[config.mk]
export PLATFORM = sky130hd
export DESIGN_NAME = overlay_sink
export DESIGN_NICKNAME = d
export VERILOG_FILES = /design/src/rtl/overlay_sink.sv
export SDC_FILE = /design/constraint.sdc
export NUM_CORES = 1
export LEC_CHECK = 0
export CAP_MARGIN = 20
export CORE_AREA = 2 2 157 159
export CTS_CLUSTER_SIZE = 16
export DETAILED_ROUTE_END_ITERATION = 10
export DIE_AREA = 0 0 159 161
export PLACE_DENSITY = 0.78
export SKIP_LAST_GASP = 1
export SLEW_MARGIN = 20
export SYNTH_ARGS = -nofsm -noshare
export SYNTH_HDL_FRONTEND = slang
export SYNTH_SLANG_ARGS = --single-unit
[constraint.sdc]
create_clock -name clock -period 3.5 [get_ports clock]
set_input_delay 0.35 -clock clock [delete_from_list [all_inputs] [get_ports clock]]
set_output_delay 0.35 -clock clock [all_outputs]
set_load 0.05 [all_outputs]
[src/rtl/overlay_sink.sv]
// Overlay pixel stream sink: buffers input words in a small FIFO and issues byte-masked writes
// to a double-buffered frame memory. It also tracks frame-bit toggles and keeps word and drop statistics.
module overlay_sink #(
   parameter int unsigned DEPTH    = 4,
   parameter int unsigned MAX_ADDR = 63304,
   parameter int unsigned CNT_W    = 16
) (
   input  logic             clock,
   input  logic             reset,
   input  logic [53:0]      din,
   input  logic             din_valid,
   output logic             din_ready,
   output logic [17:0]      mem_addr,
   output logic [31:0]      mem_wdata,
   output logic [3:0]       mem_be,
   output logic             mem_valid,
   input  logic             mem_ready,
   output logic             frame_done,
   input  logic             frame_done_ack,
   output logic [CNT_W-1:0] last_count,
   output logic [7:0]       drop_count
);

   localparam int unsigned AW = $clog2(DEPTH);
   localparam logic [AW:0] L_FULL = (AW+1)'(DEPTH);

   logic [53:0]      r_mem [DEPTH];
   logic [AW-1:0]    r_wr;
   logic [AW-1:0]    r_rd;
   logic [AW:0]      r_cnt;
   logic             r_rdy;
   logic             r_first;
   logic             r_cur;
   logic             r_done;
   logic [CNT_W-1:0] r_wcnt;
   logic [CNT_W-1:0] r_last;
   logic [7:0]       r_drop;

   logic        w_full;
   logic        w_empty;
   logic        w_acc;
   logic        w_drop;
   logic        w_push;
   logic        w_pop;
   logic        w_toggle;
   logic [3:0]  w_mask;
   logic        w_frame;
   logic [16:0] w_addr;
   logic [53:0] w_head;

   assign w_mask  = din[53:50];
   assign w_frame = din[49];
   assign w_addr  = din[48:32];

   assign w_full   = (r_cnt == L_FULL);
   assign w_empty  = (r_cnt == '0);
   // r_rdy keeps din_ready low while reset is held, without a path from the reset pin
   assign din_ready = r_rdy & ~w_full;
   assign w_acc    = din_valid & din_ready;
   assign w_drop   = (w_mask == 4'h0) || (32'(w_addr) > MAX_ADDR);
   assign w_push   = w_acc & ~w_drop;
   assign w_pop    = ~w_empty & mem_ready;
   assign w_toggle = w_acc & ~r_first & (w_frame != r_cur);

   assign w_head    = r_mem[r_rd];
   assign mem_valid = ~w_empty;
   assign mem_addr  = w_empty ? '0 : w_head[53:36];
   assign mem_be    = w_empty ? '0 : w_head[35:32];
   assign mem_wdata = w_empty ? '0 : w_head[31:0];

   assign frame_done = r_done;
   assign last_count = r_last;
   assign drop_count = r_drop;

   always_ff @(posedge clock) begin
      if (w_push) r_mem[r_wr] <= {w_frame, w_addr, w_mask, din[31:0]};
   end

   always_ff @(posedge clock or negedge reset) begin
      if (!reset) begin
         r_wr  <= '0;
         r_rd  <= '0;
         r_cnt <= '0;
         r_rdy <= 1'b0;
      end else begin
         r_rdy <= 1'b1;
         if (w_push) r_wr <= r_wr + 1'b1;
         if (w_pop)  r_rd <= r_rd + 1'b1;
         case ({w_push, w_pop})
            2'b10:   r_cnt <= r_cnt + 1'b1;
            2'b01:   r_cnt <= r_cnt - 1'b1;
            default: r_cnt <= r_cnt;
         endcase
      end
   end

   always_ff @(posedge clock or negedge reset) begin
      if (!reset) begin
         r_first <= 1'b1;
         r_cur   <= 1'b0;
         r_done  <= 1'b0;
         r_wcnt  <= '0;
         r_last  <= '0;
         r_drop  <= '0;
      end else begin
         if (w_acc) begin
            if (r_first) begin
               r_cur   <= w_frame;
               r_wcnt  <= CNT_W'(1);
               r_first <= 1'b0;
            end else if (w_frame != r_cur) begin
               r_last <= r_wcnt;
               r_wcnt <= CNT_W'(1);
               r_cur  <= w_frame;
            end else if (r_wcnt != '1) begin
               r_wcnt <= r_wcnt + 1'b1;
            end
            if (w_drop && r_drop != 8'hFF) r_drop <= r_drop + 1'b1;
         end
         // A toggle wins over an ack that arrives in the same cycle
         if (w_toggle)            r_done <= 1'b1;
         else if (frame_done_ack) r_done <= 1'b0;
      end
   end

endmodule

==> impl_metrics.env, run 1 <==
export IMPL_core_mm2=0.02396
export IMPL_power_frac_seq=0.338
export IMPL_crit_slowest_cell="or3_2"
export IMPL_slew_violations=0
export IMPL_max_stage_delay_ps=920
export IMPL_dr_pass1_iters=7
export IMPL_rows=57
export IMPL_vias=5733
export IMPL_antennaDiodeCount=0
export IMPL_status="completed"
export IMPL_cp_cell_sequence="or3_2 > and2_1 > clkdlybuf4s50_1"
export IMPL_gr_usage_met3=0.03261
export IMPL_synth_area_leaders="edfxtp_1 (61%), dfrtp_1 (12%), mux4_2 (11%)"
export IMPL_cp_max_fo=56
export IMPL_finalInstanceArea_mm2=0.01351
export IMPL_p_sw_mw=4.185
export IMPL_antenna_found_initial=0
export IMPL_ys_warn_count=0
export IMPL_crit_family="simple AND/OR/NAND/NOR gates"
export IMPL_clk_pin_slew_ps=60
export IMPL_routed_via_density=5.328
export IMPL_die_h_um=161
export IMPL_hold_path_class="in2reg"
export IMPL_tightest_slew_ps=973.2
export IMPL_powerDensity_mw_per_mm2=850.2
export IMPL_worst_setup_path_type="reg2out"
export IMPL_ir_drop_v=0.0006879
export IMPL_seqCellArea_mm2=0.007769
export IMPL_yosysMostFrequentCell="edfxtp_1"
export IMPL_drc_errors=0
export IMPL_synth_nets=636
export IMPL_grt_util_met2=0.2753
export IMPL_power_frac_comb=0.402
export IMPL_dieArea_mm2=0.02560
export IMPL_seq_area_frac_synth=0.7297
export IMPL_async_flop_share=0.1910
export IMPL_cts_root_buf="clkbuf_16"
export IMPL_fmax_mhz=302.6
export IMPL_clkPwrFrac=0.260
export IMPL_synth_edf_count=216
export IMPL_grt_start_max_net_pins=57
export IMPL_place_detailed_hpwl_um=12590
export IMPL_min_period_ps=3305
export IMPL_cts_sinks=267
export IMPL_area_growth_pct=26.99
export IMPL_cts_max_path_buffers=3
export IMPL_fill_cells=1875
export IMPL_place_congestion=0.8109
export IMPL_fin_crit_sh=0.9443
export IMPL_required_ps=3150
export IMPL_synth_ff_type="edfxtp_1"
export IMPL_p_leak_nw=4.680
export IMPL_crit_arrival_ps=2950
export IMPL_synth_distinct_cells=53
export IMPL_setup_viol=0
export IMPL_cts_tree="built"
export IMPL_post_synth_instance_area_mm2=0.01064
export IMPL_multi_input_area_mm2=0.002734
export IMPL_grt_pass1_vias=5972
export IMPL_rsz0062_at_grt="false"
export IMPL_routedWlPerCell_um=19.52
export IMPL_synth_common_cells="edfxtp_1 (216), and2_1 (58), mux4_2 (54), dfrtp_1 (50), mux2_2 (18)"
export IMPL_p_int_mw=7.302
export IMPL_fin_skew_ps=20.04
export IMPL_syn_area_per_cell_um2=18.70
export IMPL_die_w_um=159
export IMPL_finalHoldViolCount=0
export IMPL_power_mw=11.49
export IMPL_cp_start_kind="flop"
export IMPL_yosys_area_top_type="edfxtp_1"
export IMPL_grt_usage=0.1629
export IMPL_yosysTopAreaCellShare=0.6097
export IMPL_clk_latency_ps=550
export IMPL_cts_buffers=28
export IMPL_drt_iter0_drc=373
export IMPL_h_tree_depth=1
export IMPL_grt_overflow=0
export IMPL_crit_buf_inv=1
export IMPL_drive_gt1_frac=0.1968
export IMPL_initial_utilization=0.4440
export IMPL_routed_wl_um=21000
export IMPL_cap_viol_max_count=0
export IMPL_grt_busiest_layer="met2"
export IMPL_placed_area_mm2=0.01252
export IMPL_ys_seq_elements=267
export IMPL_grt_pass1_wl_um=32790
export IMPL_ant_nets=0
export IMPL_cp_end_kind="output pin"
export IMPL_portBuffers=139
export IMPL_switching_share=0.3643
export IMPL_setup_tns_ps=0
export IMPL_fin_nets=797
export IMPL_syn_instance_count=569
export IMPL_io_pins=140
export IMPL_grt_use_met1=0.2191
export IMPL_relSlewSlack=0.3512
==> final cells by class <==
cell class	count	area share
Clock inverter	20	0.01723
Clock buffer	32	0.05297
Tap cell	324	0.03001
Timing Repair Buffer	155	0.1197
Sequential cell	267	0.5750
Inverter	10	0.002778
Multi-Input combinational cell	268	0.2024
==> worst min-delay path: stages <==
cell	delay, ps
clkdlybuf4s50_1	400
inv_1	50
a21o_1	90
==> power groups by stage <==
stage                     clock [mW]  sequential, mW  combinational, mW
after CTS                       3.05            3.89               4.68
after global routing            3.16            3.92               4.84
after global placement             0            3.97               4.54
after detailed placement           0            3.99               4.58
after floorplan                    0            4.02               3.05
final                           2.98            3.88               4.62
==> repair_timing <==
action / in CTS / in global routing
gates resized for setup: 0 / 0
setup endpoints to repair: 1 / 0
endpoints found under the hold margin: 33 / 0
hold buffers: 1 / 0
buffers inserted: 1 / 0
==> final timing paths <==
check / startpoint / depth (start not counted) / slack, ps / endpoint
max: r_cnt[1] / 3 / 200 / mem_addr[17]
min: frame_done_ack / 3 / 400 / frame_done
min in group asynchronous: reset / 2 / 420 / r_wcnt[8]
min reg2reg: frame_done / 1 / 480 / frame_done
max reg2reg: r_cnt[1] / 8 / 810 / r_cnt[2]
max in group asynchronous: reset / 3 / 2300 / r_first
==> layout by cell type (no fill, tap or decap), drive strengths merged, types with 7 or more instances in the layout <==
cell | netlist | final
clkdlybuf4s50 | 0 | 138
nand2 | 16 | 16
nor2 | 11 | 11
o31ai | 7 | 7
nand3 | 10 | 10
clkinv | 0 | 11
and3 | 12 | 12
buf | 9 | 16
mux4 | 54 | 54
mux2 | 18 | 18
edfxtp | 216 | 216
o21ai | 12 | 12
clkbuf | 15 | 32
dfrtp | 50 | 50
ha | 7 | 7
inv | 10 | 12
xor2 | 11 | 11
and2 | 59 | 59
==> metal layers <==
metal	vias up	wire (um)	part of all wire
met2	221	10250	0.49
met4	0	519	0.025
met3	35	1357	0.065
li1	2563	-	-
met5	-	0	0
met1	2914	8878	0.42
==> through the flow <==
step / utilization / hold WS (ps) / instances / setup WS, ps
floorplan: - / 54.41 / 569 / 148.8
global placement: 0.5227 / 469.6 / 1022 / 394.5
detailed placement: 0.5227 / 462.1 / 1022 / 348.8
CTS: 0.5638 / 386.4 / 1076 / 139.5
global route: 0.5638 / 429.1 / 1076 / 92.06
finish: 0.5638 / 397.6 / 1076 / 195.1
==> cell families (layout without fill, tap and decap cells) <==
kind of cell / Yosys count / after routing / synth area share
DFF: 267 / 267 / 0.7297
buffers and inverters: 34 / 217 / 0.01388
other: 1 / 1 / 0.0003525
adders and majority gates: 8 / 8 / 0.01011
AOI/OAI and AO/OA: 36 / 36 / 0.02258
and+or+nand+nor: 133 / 133 / 0.07492
xor gates and xnor gates: 16 / 16 / 0.01317
muxes: 74 / 74 / 0.1352
==> sequential cells by signal, summed over array words and instances, names as in the netlist <==
name and flops:
r_cur 1, r_wcnt 16, r_cnt 3, drop_count 8, r_mem 216, r_first 1
last_count 16, r_wr 2, r_rdy 1, frame_done 1, r_rd 2
No activity file was read; power rests on OpenSTA's default activity.
==> run 2: changes to the inputs <==
HOLD_SLACK_MARGIN = 0.05   (was default)
SLEW_MARGIN = default   (was 20)
==> results of run 2 <==
Final layout, timing and power as in run 1 (identical DEF).
